===== src/rtl/ped_walk_arbiter.sv =====
// Pedestrian walk arbiter: captures and debounces two crosswalk buttons,
// arbitrates them round-robin, and serves granted requests only inside
// all-red phases while holding the traffic-light sequencer.
// Build option: define PED_FLASH_EN to flash the walk lamp during clearance.
module ped_walk_arbiter #(
    parameter int unsigned TIME_SZ   = 4,
    parameter int unsigned WALK_LEN  = 5,
    parameter int unsigned CLR_LEN   = 2,
    parameter int unsigned DB_CYCLES = 25000000
) (
    input  logic               clk_i,
    input  logic               rst_i,
    input  logic               tick_i,
    input  logic [1:0]         req_i,
    input  logic [2:0]         phase_i,
    output logic               hold_o,
    output logic [1:0]         walk_o,
    output logic [TIME_SZ-1:0] walk_time_o,
    output logic [1:0]         pend_o
);

    localparam int unsigned DB_W = (DB_CYCLES > 1) ? $clog2(DB_CYCLES + 1) : 1;
    localparam logic [TIME_SZ-1:0] WALK_T = TIME_SZ'(WALK_LEN);
    localparam logic [TIME_SZ-1:0] CLR_T  = TIME_SZ'(CLR_LEN);
    localparam logic [DB_W-1:0]    DB_T   = DB_W'(DB_CYCLES);

    typedef enum logic [1:0] {
        ST_IDLE  = 2'd0,
        ST_WALK  = 2'd1,
        ST_CLEAR = 2'd2,
        ST_DONE  = 2'd3
    } state_t;

    // Lamp pattern for a crosswalk index.
    function automatic logic [1:0] lamp(input logic sel);
        return sel ? 2'b10 : 2'b01;
    endfunction

    logic [1:0]         sync1, sync2, sync_prev;
    logic [1:0]         rise, accept;
    logic [DB_W-1:0]    db_cnt [2];
    logic [1:0]         pend_q, pend_clr;

    state_t             state_q, state_d;
    logic               hold_q, hold_d;
    logic [1:0]         walk_q, walk_d;
    logic [TIME_SZ-1:0] time_q, time_d;
    logic               gnt_q, gnt_d;
    logic               lp_q, lp_d;
    logic               other_g;
    logic               allred;

    // Two-flop synchronizer plus a delayed copy for rising-edge detection.
    always_ff @(posedge clk_i or posedge rst_i) begin
        if (rst_i) begin
            sync1     <= 2'b00;
            sync2     <= 2'b00;
            sync_prev <= 2'b00;
        end else begin
            sync1     <= req_i;
            sync2     <= sync1;
            sync_prev <= sync2;
        end
    end

    // A press counts only when its button is out of hold-off.
    always_comb begin
        rise = sync2 & ~sync_prev;
        for (int n = 0; n < 2; n++) begin
            accept[n] = rise[n] && (db_cnt[n] == '0);
        end
    end

    // Per-button hold-off counters, reloaded on every accepted press.
    always_ff @(posedge clk_i or posedge rst_i) begin
        if (rst_i) begin
            for (int n = 0; n < 2; n++) begin
                db_cnt[n] <= '0;
            end
        end else begin
            for (int n = 0; n < 2; n++) begin
                if (accept[n]) begin
                    db_cnt[n] <= DB_T;
                end else if (db_cnt[n] != '0) begin
                    db_cnt[n] <= db_cnt[n] - DB_W'(1);
                end
            end
        end
    end

    // Pending flags: a new press beats a same-cycle completion clear.
    always_ff @(posedge clk_i or posedge rst_i) begin
        if (rst_i) begin
            pend_q <= 2'b00;
        end else begin
            pend_q <= (pend_q & ~pend_clr) | accept;
        end
    end

    assign allred  = (phase_i == 3'd2) || (phase_i == 3'd5);
    assign other_g = ~gnt_q;

    // Service FSM state and registered outputs.
    always_ff @(posedge clk_i or posedge rst_i) begin
        if (rst_i) begin
            state_q <= ST_IDLE;
            hold_q  <= 1'b0;
            walk_q  <= 2'b00;
            time_q  <= '0;
            gnt_q   <= 1'b0;
            lp_q    <= 1'b1;
        end else begin
            state_q <= state_d;
            hold_q  <= hold_d;
            walk_q  <= walk_d;
            time_q  <= time_d;
            gnt_q   <= gnt_d;
            lp_q    <= lp_d;
        end
    end

    // Next-state and next-output logic for the service episode.
    always_comb begin
        state_d  = state_q;
        hold_d   = hold_q;
        walk_d   = walk_q;
        time_d   = time_q;
        gnt_d    = gnt_q;
        lp_d     = lp_q;
        pend_clr = 2'b00;

        case (state_q)
            ST_IDLE: begin
                if (allred && (pend_q != 2'b00)) begin
                    gnt_d   = (pend_q == 2'b11) ? ~lp_q : pend_q[1];
                    state_d = ST_WALK;
                    hold_d  = 1'b1;
                    walk_d  = lamp(gnt_d);
                    time_d  = WALK_T;
                end
            end

            ST_WALK: begin
                if (tick_i) begin
                    if (time_q == '0) begin
                        state_d  = ST_CLEAR;
                        time_d   = CLR_T;
                        pend_clr = lamp(gnt_q);
                        lp_d     = gnt_q;
`ifdef PED_FLASH_EN
                        walk_d   = lamp(gnt_q);
`else
                        walk_d   = 2'b00;
`endif
                    end else begin
                        time_d = time_q - TIME_SZ'(1);
                    end
                end
            end

            ST_CLEAR: begin
                if (tick_i) begin
                    if (time_q == '0) begin
                        if (pend_q[other_g]) begin
                            gnt_d   = other_g;
                            state_d = ST_WALK;
                            walk_d  = lamp(other_g);
                            time_d  = WALK_T;
                        end else begin
                            state_d = ST_DONE;
                            hold_d  = 1'b0;
                            walk_d  = 2'b00;
                            time_d  = '0;
                        end
                    end else begin
                        time_d = time_q - TIME_SZ'(1);
`ifdef PED_FLASH_EN
                        walk_d = walk_q ^ lamp(gnt_q);
`endif
                    end
                end
            end

            ST_DONE: begin
                if (!allred) begin
                    state_d = ST_IDLE;
                end
            end

            default: begin
                state_d = ST_IDLE;
            end
        endcase
    end

    assign hold_o      = hold_q;
    assign walk_o      = walk_q;
    assign walk_time_o = time_q;
    assign pend_o      = pend_q;

endmodule


===== config.mk =====
export PLATFORM = sky130hd
export DESIGN_NAME = ped_walk_arbiter
export DESIGN_NICKNAME = d
export VERILOG_FILES = /design/src/rtl/ped_walk_arbiter.sv
export SDC_FILE = /design/constraint.sdc
export NUM_CORES = 1
export LEC_CHECK = 0
export ABC_AREA = 1
export CORE_AREA = 2 2 73 110
export DETAILED_ROUTE_END_ITERATION = 16
export DIE_AREA = 0 0 75 112
export PLACE_DENSITY = 0.77
export SYNTH_ARGS = -nofsm -noshare
export SYNTH_HDL_FRONTEND = slang
export SYNTH_SLANG_ARGS = --single-unit

===== constraint.sdc =====
create_clock -name clk_i -period 6.77 [get_ports clk_i]
set_clock_uncertainty 0.1 [all_clocks]
set_input_delay 1.354 -clock clk_i [delete_from_list [all_inputs] [get_ports clk_i]]
set_output_delay 1.354 -clock clk_i [all_outputs]
set_load 0.1 [all_outputs]

## Yosys cells after proc, flatten, opt, wreduce, memory -nomap -nowiden

Cells that the tools add are included.

- Output and inout bits: 9
- Input port bits: 8
- Bits in registers: 69

- Eq/ne operators: 14
- Mux-type cells: 45
- Reductions and logical operators: 21
- Bitwise operators: 7
- Add/subtract/negate cells: 3
- Order comparisons: 1

Operator list:

| kind | number |
|---|---|
| $mux W25 | 4 |
| $logic_not A25 Y1 | 2 |
| $reduce_bool A25 Y1 | 2 |
| $sub A25 B1 Y25 const B | 2 |
| $mux W2 | 19 |
| $mux W4 | 5 |
| $ne A2 B2 Y1 const B | 8 |
| $pmux W4 S3 | 1 |
| $reduce_and A6 Y1 | 2 |
| $mux W1 | 11 |
| $reduce_and A5 Y1 | 2 |
| $pmux W2 S4 | 1 |
| $reduce_bool A2 Y1 | 4 |
| $eq A2 B2 Y1 const B | 3 |
| $pmux W2 S3 | 1 |
| $and A2 B2 Y2 | 2 |
| $logic_not A4 Y1 | 1 |
| $not A2 Y2 | 2 |
| $pmux W1 S2 | 2 |
| $reduce_and A4 Y1 | 1 |
| $sub A4 B1 Y4 const B | 1 |
| $eq A3 B2 Y1 const B | 1 |
| $eq A3 B3 Y1 const B | 1 |
| $logic_and A1 B1 Y1 | 3 |
| other kinds (9) | 10 |

## Longest topological paths before layout

- Word-level depth: 7
- Gate-level depth with buffers: 11
- Mapped depth without buffers: 10

## Worst setup path before layout

No wires, ideal clock.

- Path type: register to output
- Start: register time_q[2], in the netlist walk_time_o[2]
- End: output walk_time_o[2]
- Data arrival time: 954 ps
- Path slack: 4362 ps
- Required time: 5316 ps
- Cell stages (with the launch flop): 1
- Cells stage by stage: dfrtp_1

RTL lines:

| what | line | source |
|---|---|---|
| start, declared | 47 | `logic [TIME_SZ-1:0] time_q, time_d;` |
| start signal, assigned | 116 | `time_q <= time_d;` |
| end, declared | 18 | `output logic [TIME_SZ-1:0] walk_time_o,` |

No word-level cell between the ends.

## Final worst setup path

- Start: register time_q[2], in the netlist walk_time_o[2]
- End: output walk_time_o[2]

No word-level cell between the ends.

==> tab_implementation.tex <==
\begin{tabular}{lr}
\hline
Metric & Value \\
\hline
\multicolumn{2}{l}{\textbf{Run}} \\
\quad Number of maximum-capacitance constraint violations & 0 \\
\multicolumn{2}{l}{\textbf{Min path}} \\
\quad Path class of the lowest-slack min-delay path & reg2reg \\
\quad Cell count of the worst hold path & 0 \\
\quad Hold path start & sync1[1] \\
\quad Hold EP & sync2[1] \\
\multicolumn{2}{l}{\textbf{Setup path}} \\
\quad Cell-by-cell trace of the critical path & clkdlybuf4s50\_1 \\
\quad Crit path buf inv count & 1 \\
\quad Number of cells on the worst reg-to-reg path & 9 \\
\quad Crit path launch type & register \\
\quad Crit path kind & reg2out \\
\quad Reg-to-reg endpoint & db\_cnt[18] \\
\quad Reg2Reg Setup Slack & between 4 and 5 ns \\
\quad Cell family with the largest share of critical-path delay & buffers and inverters \\
\quad Worst setup path startpoint & walk\_time\_o[2] \\
\quad Arrival @ worst endpoint & roughly 1.9 ns \\
\quad Critical path endpoint category & output port \\
\quad Required @ worst endpoint & between 5 and 6 ns \\
\quad Standard cell with the maximum stage delay on the critical path & sky130\_fd\_sc\_hd\_\_clkdlybuf4s50\_1 \\
\quad Worst reg2reg startpoint & db\_cnt[0] \\
\quad Critical Path Fanout Max & 5 \\
\quad CP max stage delay & roughly 1.2 ns \\
\multicolumn{2}{l}{\textbf{Timing}} \\
\quad Final Hold Vio Count & 0 \\
\quad Fraction of the cycle the final worst path needs & between 40\% and 50\% \\
\quad Timing-limited maximum frequency & roughly 300 MHz \\
\quad Headroom to the max-slew limit & about 33\% \\
\quad Number of failing setup endpoints in the final timing report & 0 \\
\quad Number of pins exceeding their max-slew limit in the final report & 0 \\
\quad Worst-margin pin slew & 1.01 ns \\
\quad Min cycle time layout & 3.37 ns \\
\quad RSZ-0062 raised after global routing & no \\
\quad Post-route worst setup slack & 3.40 ns \\
\quad Sum of negative setup slack & 0 ns \\
\multicolumn{2}{l}{\textbf{Placed design}} \\
\quad Port-buffer cells & 16 \\
\quad Setup WS pre-CTS & between 3 and 4 ns \\
\quad Weighted congestion reported at the end of routability-driven placement & 0.879 \\
\quad Count of placed standard cells including taps & about 730 \\
\quad Placed wire-length estimate & $\sim$7400 um \\
\multicolumn{2}{l}{\textbf{CTS}} \\
\quad H-tree lvl count & 3 \\
\quad Clk\_lat worst skew & 0.33 ns \\
\quad CTS Root Cell & sky130\_fd\_sc\_hd\_\_clkbuf\_16 \\
\quad Number of hold buffers added after CTS & 0 \\
\quad Total clock buffers created by CTS & 9 \\
\quad Worst-path clk slew & 0.06 ns \\
\quad CTS-repair resized insts & 0 \\
\quad Buffer levels on the longest clock path & 2 \\
\quad Number of setup buffers added after CTS & 0 \\
\quad Sink Count & 69 \\
\quad CTS tree & built \\
\multicolumn{2}{l}{\textbf{GRT}} \\
\quad Pin count of the biggest net entering global routing & 70 \\
\quad Antenna violations before repair & 0 \\
\quad Aggregate global-route resource usage & about a quarter \\
\quad Global-route wire length before repair & $\sim$17,000 um \\
\quad Number of global-route vias before repair & 3,952 \\
\quad Total overflow reported by the global router & 0 \\
\multicolumn{2}{l}{\textbf{Layout}} \\
\quad Share of the core filled with cells in the final layout & 66.6\% \\
\quad Share of cells above drive strength 1 & about an eighth \\
\quad P\&R area growth vs syn & 13.3\% \\
\quad Count of antenna diodes in the layout & 0 \\
\quad Fill count & 619 \\
\quad Final instance count without filler cells & 750 \\
\quad Final \#Nets & 660 \\
\multicolumn{2}{l}{\textbf{Synthesis}} \\
\quad Gate count of the mapped netlist & about 620 \\
\quad Register area share after synthesis & around 39\% \\
\quad Synth Flop Type & sky130\_fd\_sc\_hd\_\_dfrtp\_1 \\
\quad Warning count from the yosys run & 0 \\
\quad Post-synthesis cell area & between 4000 and 5000 um2 \\
\quad Flip-flop and latch count after synthesis & between 60 and 70 \\
\quad Number of enable flip-flop cells after synthesis & 0 \\
\quad Nets in the synthesized netlist & approximately 640 \\
\quad Synth Area per Inst & around 7.1 um2 \\
\quad FFs w/ async S/R, synth & 100\% \\
\quad Number of unique standard cell types used by synthesis & 33 \\
\multicolumn{2}{l}{\textbf{Drt}} \\
\quad Post-route DRC & 0 \\
\quad Avg WL per Cell & 13.3 um \\
\quad Via density per instance & between 5 and 6 \\
\quad Total number of vias & roughly 4,000 \\
\quad Wire length reported by the detailed router & a little under 10,000 um \\
\quad Drt first pass iters & 7 \\
\quad Initial DRC Count & 305 \\
\quad DRT antenna net count & 0 \\
\multicolumn{2}{l}{\textbf{Power and ir drop}} \\
\quad Power Density & between 300 and 400 nW/um2 \\
\quad Max rail drop VDD & 0.182 mV \\
\quad Leakage power & between 2 and 2.5 nW \\
\multicolumn{2}{l}{\textbf{Die}} \\
\quad Std cell rows & 39 \\
\quad Area of the core & about 7500 um2 \\
\quad Boundary pin count & 17 \\
\quad Die area & between 8000 and 9000 um2 \\
\quad Chip width & approximately 75 um \\
\quad Initial Util & approximately three fifths \\
\quad Die Span Y & between 100 and 150 um \\
\multicolumn{2}{l}{\textbf{Run status}} \\
\quad Run status & finished, final reports clean \\
\hline
\end{tabular}
[power breakdown]
group / switching [mW] / internal (mW) / leakage, nW
sequential: 0.0564 / 0.470 / 0.830
combinational: 0.383 / 0.149 / 1.42
clock: 0.171 / 0.341 / 0.163
total: 0.610 / 0.960 / 2.41
[metrics by stage]
stage | power, mW | hold slack [ns] | area [um2]
floorplan | 0.938 | 0.231 | 4390
global placement | 1.04 | 0.233 | 4640
detailed placement | 1.06 | 0.240 | 4640
CTS | 1.57 | 0.253 | 4970
global route | 1.65 | 0.255 | 4970
finish | 1.57 | 0.249 | 4970
[cell usage in the layout (no fill, tap or decap), types with 2 or more instances in the layout]
cell type / instances
sky130_fd_sc_hd__a21oi_1: 9
sky130_fd_sc_hd__a21oi_2: 3
sky130_fd_sc_hd__bufinv_16: 2
sky130_fd_sc_hd__clkbuf_16: 9
sky130_fd_sc_hd__clkbuf_8: 2
sky130_fd_sc_hd__clkdlybuf4s50_1: 16
sky130_fd_sc_hd__clkinv_2: 3
sky130_fd_sc_hd__dfrtp_1: 68
sky130_fd_sc_hd__ha_1: 9
sky130_fd_sc_hd__inv_1: 80
sky130_fd_sc_hd__inv_2: 8
sky130_fd_sc_hd__nand2_1: 154
sky130_fd_sc_hd__nand2_2: 12
sky130_fd_sc_hd__nand2_4: 3
sky130_fd_sc_hd__nand3_1: 55
sky130_fd_sc_hd__nand3b_1: 8
sky130_fd_sc_hd__nand4_1: 21
sky130_fd_sc_hd__nor2_1: 100
sky130_fd_sc_hd__nor2_2: 24
sky130_fd_sc_hd__nor2_4: 12
sky130_fd_sc_hd__nor3_1: 6
sky130_fd_sc_hd__nor3_2: 2
sky130_fd_sc_hd__o211ai_1: 2
sky130_fd_sc_hd__o21ai_0: 17
sky130_fd_sc_hd__o21ai_1: 6
sky130_fd_sc_hd__o22ai_1: 2
sky130_fd_sc_hd__or2_2: 2
sky130_fd_sc_hd__xor2_1: 4
[sequential cells by signal (all words and copies together), names as in the netlist]
signal	flops
db_cnt	50
gnt_q	1
hold_o	1
lp_q	1
pend_o	2
state_q	2
sync1	2
sync2	2
sync_prev	2
walk_o	2
walk_time_o	4
[layout make-up]
class	instances	area [um2]	area share (%)
Tap cell	102	128	2.57
Timing Repair Buffer	17	168	3.37
Multi-Input combinational cell	457	2280	46.0
Clock buffer	12	256	5.16
Inverter	89	335	6.75
Sequential cell	69	1730	34.8
Clock inverter	4	70.1	1.41
[layer usage]
layer	part of all wire, %	vias to the layer above	wire [um]	track usage, %
met4	2.7	0	272	10.1
met5	0	-	0	0
met3	4.0	25	400	4.43
met2	55	117	5460	47.3
li1	-	2008	-	-
met1	38	1849	3800	28.8
[cells by family (layout without fill, tap and decap cells)]
logic type	after synthesis	after routing	synth area share, %
compound gates	41	41	5.22
fa+ha+maj	9	9	2.57
mux	1	1	0.228
xor+xnor	5	5	0.998
flops	69	69	39.4
buf+inv	93	122	8.53
simple gates	401	401	43.1
[Yosys cell counts, types with 2 or more instances]
library cell | count | area share, %
sky130_fd_sc_hd__nor2_2 | 24 | 3.4
sky130_fd_sc_hd__inv_2 | 7 | 0.60
sky130_fd_sc_hd__xor2_1 | 4 | 0.80
sky130_fd_sc_hd__ha_1 | 9 | 2.6
sky130_fd_sc_hd__o22ai_1 | 2 | 0.29
sky130_fd_sc_hd__dfrtp_1 | 68 | 39
sky130_fd_sc_hd__o211ai_1 | 2 | 0.34
sky130_fd_sc_hd__o21ai_0 | 17 | 1.9
sky130_fd_sc_hd__buf_6 | 3 | 0.77
sky130_fd_sc_hd__nor3_1 | 6 | 0.68
sky130_fd_sc_hd__nand2_4 | 3 | 0.77
sky130_fd_sc_hd__nor2_1 | 100 | 8.6
sky130_fd_sc_hd__nor3_2 | 2 | 0.46
sky130_fd_sc_hd__nand3b_1 | 8 | 1.4
sky130_fd_sc_hd__o21ai_1 | 6 | 0.68
sky130_fd_sc_hd__nand4_1 | 21 | 3.0
sky130_fd_sc_hd__nand2_1 | 154 | 13
sky130_fd_sc_hd__nand3_1 | 55 | 6.3
sky130_fd_sc_hd__a21oi_1 | 9 | 1.0
sky130_fd_sc_hd__nor2_4 | 12 | 3.1
sky130_fd_sc_hd__nand2_2 | 12 | 1.7
sky130_fd_sc_hd__inv_1 | 81 | 6.9
sky130_fd_sc_hd__or2_2 | 2 | 0.29
sky130_fd_sc_hd__a21oi_2 | 3 | 0.60
[worst max-delay path by stage]
stage                           to  cells after the start
global placement    walk_time_o[2]                      1
finish              walk_time_o[2]                      1
CTS                 walk_time_o[2]                      1
global route        walk_time_o[0]                      1
floorplan                db_cnt[0]                      1
detailed placement  walk_time_o[2]                      1
Power figures use the tool's default switching activity.
==> patch 1: new RTL, same flow settings <==
Reset style: synchronous (`rst_i`), changed in 4 clocked blocks.
--- a/src/rtl/ped_walk_arbiter.sv
+++ b/src/rtl/ped_walk_arbiter.sv
@@ -53,3 +53,3 @@
     // Two-flop synchronizer plus a delayed copy for rising-edge detection.
-    always_ff @(posedge clk_i or posedge rst_i) begin
+    always_ff @(posedge clk_i) begin
         if (rst_i) begin
@@ -74,3 +74,3 @@
     // Per-button hold-off counters, reloaded on every accepted press.
-    always_ff @(posedge clk_i or posedge rst_i) begin
+    always_ff @(posedge clk_i) begin
         if (rst_i) begin
@@ -91,3 +91,3 @@
     // Pending flags: a new press beats a same-cycle completion clear.
-    always_ff @(posedge clk_i or posedge rst_i) begin
+    always_ff @(posedge clk_i) begin
         if (rst_i) begin
@@ -103,3 +103,3 @@
     // Service FSM state and registered outputs.
-    always_ff @(posedge clk_i or posedge rst_i) begin
+    always_ff @(posedge clk_i) begin
         if (rst_i) begin
Function: differs if rst_i is asserted again (counterexample within 4 cycles, from zero or initial values and one cycle with rst_i high); with rst_i held inactive, the same outputs for 10 cycles.
==> patch 1 against the original RTL <==
  * Clock power fell by 8.2%
  * Fmax fell by 4.4%
  * Core utilization fell by 2.5 points
  * Sequential power increased by 6.5%
  * Design area down 3.8%
  * Critical path depth up 6
  * Total power down 6.2%
  * Synthesized cell count is 8.1% lower
  * Sequential cell count did not move
  * Worst setup slack worse by 0.15 ns
  * Synthesized area down 3.5%
  * Routed wire length shrank 12%
  * Largest cell class unchanged
  * Largest power group is now registers
  * Highest routed layer unchanged
==> patch 1: results (changes against the original RTL) <==
Status
  • Status: finished clean (unchanged)

GRT
  • Vias in the first global route: 3417 (was 3952)
  • GRT met1 Usage: 26.7% (was 28.8%)
  • Largest net degree at the start of global routing: 26 (was 70)
  • Global Route met3 Usage: 4.16% (was 4.43%)
  • Initial antenna violation count: 0 (unchanged)
  • GRT Total Usage: 22.7% (was 26.0%)
  • First-pass GRT wire length: 14800 um (was 17100 um)
  • Met2 Usage GRT: 39.0% (was 47.3%)

Placed design
  • GPL Wtd Cong: 0.898 (was 0.879)
  • Placed cell count: 679 (was 734)
  • Detailed Place HPWL: 6520 um (was 7390 um)

Routing
  • Drt first pass iters: 5 (was 7)
  • Total wire length: 8790 um (was 9940 um)
  • Drt initial violations: 242 (was 305)
  • Vias per cell: 5.16 (was 5.33)

Power
  • P_leak: 2.11 nW (was 2.41 nW)
  • Worst VDD drop: 0.000213 V (was 0.000182 V)

Min path
  • Worst Hold Depth: 2 (was 0)
  • Hold path start: sync1[0]$_SDFF_PP0_ (was sync1[1]$_DFF_PP0_)
  • Worst Hold Endpoint: sync2[0]$_SDFF_PP0_ (was sync2[1]$_DFF_PP0_)

Setup path
  • R2r worst-path depth: 12 (was 9)
  • Reg2reg setup slack: 4.35 ns (was 4.85 ns)
  • Critical R2R Launch: db_cnt[0][0]$_SDFFCE_PN0P_ (was db_cnt[0]$_DFFE_PP0P_)
  • CP endpoint: db_cnt[0][18]$_SDFFCE_PN0P_ (was walk_time_o[2])
  • Max FO, Critical Path: 22 (was 5)
  • Critical path arrival: 3.53 ns (was 1.92 ns)
  • Crit path from: rst_i (was walk_time_o[2]$_DFFE_PP0P_)

Layout
  • Final Net Count: 605 (was 660)
  • Fin cells: 695 (was 750)
  • Reg with most FFs: db_cnt (unchanged)
  • Max reg flops: 50 (unchanged)
  • Layout cells sized above 1: 7.59% (was 13.0%)

CTS
  • Num CTS Buffers: 9 (unchanged)
  • Worst-path clk slew: 0.06 ns (about the same)
  • Clock Latency Late Sink: 0.34 ns
  • Clock Path Buffers: 2 (unchanged)
  • Setup Fix Bufs, Post-CTS: 0 (unchanged)

Yosys
  • Top_reg_cell synth: edfxtp_1 (was dfrtp_1)
  • Synth unique cells: 32 (was 33)
  • Top post-synthesis cells by count: nand2_1, nor2_1, inv_1 (unchanged)
  • Synth area leaders: edfxtp_1, nand2_1, nor2_1, dfxtp_1, inv_1 (was dfrtp_1, nand2_1, nor2_1, inv_1, nand3_1)
  • Asr flop ratio synth: 0% (was 100%)
  • Yosys warns: 0 (unchanged)
  • Cells after synthesis: 569 (was 619)
  • Syn Nets: 586 (was 636)
  • Sequential area share after synthesis: 44.5% (was 39.4%)
  • Post-synth EDFFs: 50 (was 0)

STA
  • Worst-margin pin slew: 0.969 ns (was 1.01 ns)
patch 1: metal layers:
| metal | wire length (um) | share of wire (%) |
|---|---|---|
| met3 | 311 | 3.5 |
| met2 | 4660 | 53 |
| met5 | 0 | 0 |
| met4 | 219 | 2.5 |
| met1 | 3600 | 41 |
patch 1: kinds of logic (layout without fill, tap and decap cells):
logic type                 after synthesis  in the layout  synth area share (%)
AOI/OAI and AO/OA                       47             47                  5.85
buffers and inverters                   78            102                  7.51
DFF                                     69             69                  44.5
adders and majority gates                9              9                  2.66
xor gates and xnor gates                20             20                  4.14
and+or+nand+nor                        346            346                  35.4
patch 1: metrics by stage:
step           area, um2  hold slack (ns)  total power, mW  worst slack, ns
6_report            4780            0.305             1.47             3.24
5_1_grt             4780            0.345             1.55             2.97
4_1_cts             4780            0.310             1.48             3.20
3_5_place_dp        4470            0.302             1.01             2.84
3_3_place_gp        4470            0.295            0.993             2.96
2_1_floorplan       4230            0.288            0.910             3.65
patch 1: where the power goes:
group	total [mW]	leakage (nW)	switching (mW)	internal, mW
Combinational	0.442	1.23	0.308	0.134
Sequential	0.560	0.732	0.0460	0.514
Clock	0.471	0.150	0.180	0.290
patch 1: worst max-delay path: stages:
cell	delay (ns)
clkdlybuf4s50_1	0.65
inv_1	0.45
nand2_1	0.54
inv_1	0.29
nand3_1	0.11
nand2_1	0.08
inv_1	0.04
patch 1: cell type report:
class	count	area, um2
fillers	657	2690
multi-input cells	422	2040
flip-flops and latches	69	1880
clock buffers	12	278
inverters	69	259
repair buffers	17	168
well taps	102	128
clock inverters	4	27.5
==> patch 2: new RTL, config.mk and constraints unchanged <==
Made on the original files. `DB_CYCLES`: 25000000 -> 100000000.
--- a/src/rtl/ped_walk_arbiter.sv
+++ b/src/rtl/ped_walk_arbiter.sv
@@ -8,3 +8,3 @@
     parameter int unsigned CLR_LEN   = 2,
-    parameter int unsigned DB_CYCLES = 25000000
+    parameter int unsigned DB_CYCLES = 100000000
 ) (
Check against the original RTL: same outputs for any inputs over 10 cycles, from zero or initial values and one cycle with rst_i high; that may be too few to reach the edited logic, so the function may still have changed.
==> patch 2 against the original RTL <==
  * Worst setup slack gained 0.0043 ns
  * Register-to-register slack lost 0.32 ns
  * Design area shrank 1.9%
  * Sequential power grew 8.9%
  * Worst hold slack is essentially flat
  * Synthesized area shrank 1.8%
  * Total power grew 8.4%
  * Routed wire length shrank 4.1%
  * First-iteration DRC count shrank 18%
  * Sequential cell count grew 4
  * Critical path type unchanged
  * Highest routed layer unchanged
==> patch 2: results (changes against the original RTL) <==
Status
  • Status: finished clean (unchanged)

Setup path
  • Max FO, Critical Path: 6 (was 5)
  • CP endpoint: pend_o[1] (was walk_time_o[2])
  • Crit path from: pend_o[1]$_DFF_PP0_ (was walk_time_o[2]$_DFFE_PP0P_)
  • Reg2reg setup slack: 4.53 ns (was 4.85 ns)
  • Critical R2R Launch: db_cnt[27]$_DFFE_PP0P_ (was db_cnt[0]$_DFFE_PP0P_)

GRT
  • Largest net degree at the start of global routing: 72 (was 70)
  • Met2 Usage GRT: 44.0% (was 47.3%)
  • Global Route met3 Usage: 4.52% (was 4.43%)
  • GRT Total Usage: 25.6% (was 26.0%)

Routing
  • Routed wl met2: 5140 um (was 5460 um)
  • Drt first pass iters: 5 (was 7)
  • Drt initial violations: 249 (was 305)

Yosys
  • Cells after synthesis: 595 (was 619)
  • Syn Nets: 612 (was 636)
  • Top post-synthesis cells by count: nand2_1, nor2_1, inv_1 (unchanged)
  • Synth unique cells: 35 (was 33)

STA
  • Max Freq: 0.297 GHz (was 0.296 GHz)
  • Worst-margin pin slew: 0.982 ns (was 1.01 ns)
  • Final hold slack: 0.249 ns (about the same)

Layout
  • Fillers: 644 (was 619)

Min path
  • Worst Hold Endpoint: sync2[0]$_DFF_PP0_ (was sync2[1]$_DFF_PP0_)
  • Hold path start: sync1[0]$_DFF_PP0_ (was sync1[1]$_DFF_PP0_)

Power
  • Internal: 1.00 mW (was 960 uW)
  • P_sw: 700 uW (was 610 uW)
  • Worst VDD drop: 0.000281 V (was 0.000182 V)

Placed design
  • GPL Wtd Cong: 0.914 (was 0.879)
  • DP Area: 4560 um2 (was 4640 um2)
  • Placed cell count: 709 (was 734)
-- patch 2: cell count changes in the layout (fill, tap and decap cells not counted), sizes merged, moves of 2 or more --
cell	unedited run	this run
clkinvlp	0	2
nand2	169	152
a21oi	12	7
nand3b	8	2
nand3	55	50
nor3	8	6
dfrtp	68	72
inv	88	78
nor2	136	129
o22ai	2	0
xnor2	1	17
nand4	21	16
o21ai	23	36
-- patch 2: cell type report --
cell class | instances | area share (%)
inverters | 80 | 6.26
clock buffers | 12 | 5.47
well taps | 102 | 2.62
flip-flops and latches | 73 | 37.5
clock inverters | 4 | 1.03
repair buffers | 17 | 3.44
multi-input cells | 437 | 43.7
-- patch 2: cell families after synthesis --
| group | synth area share [%] |
|---|---|
| buffers and inverters | 8.16 |
| AND/OR/NAND/NOR | 36.3 |
| flip-flops | 42.4 |
| AO/OA/AOI/OAI | 6.04 |
| adder cells (fa/ha/maj) | 2.61 |
| XOR/XNOR | 4.47 |
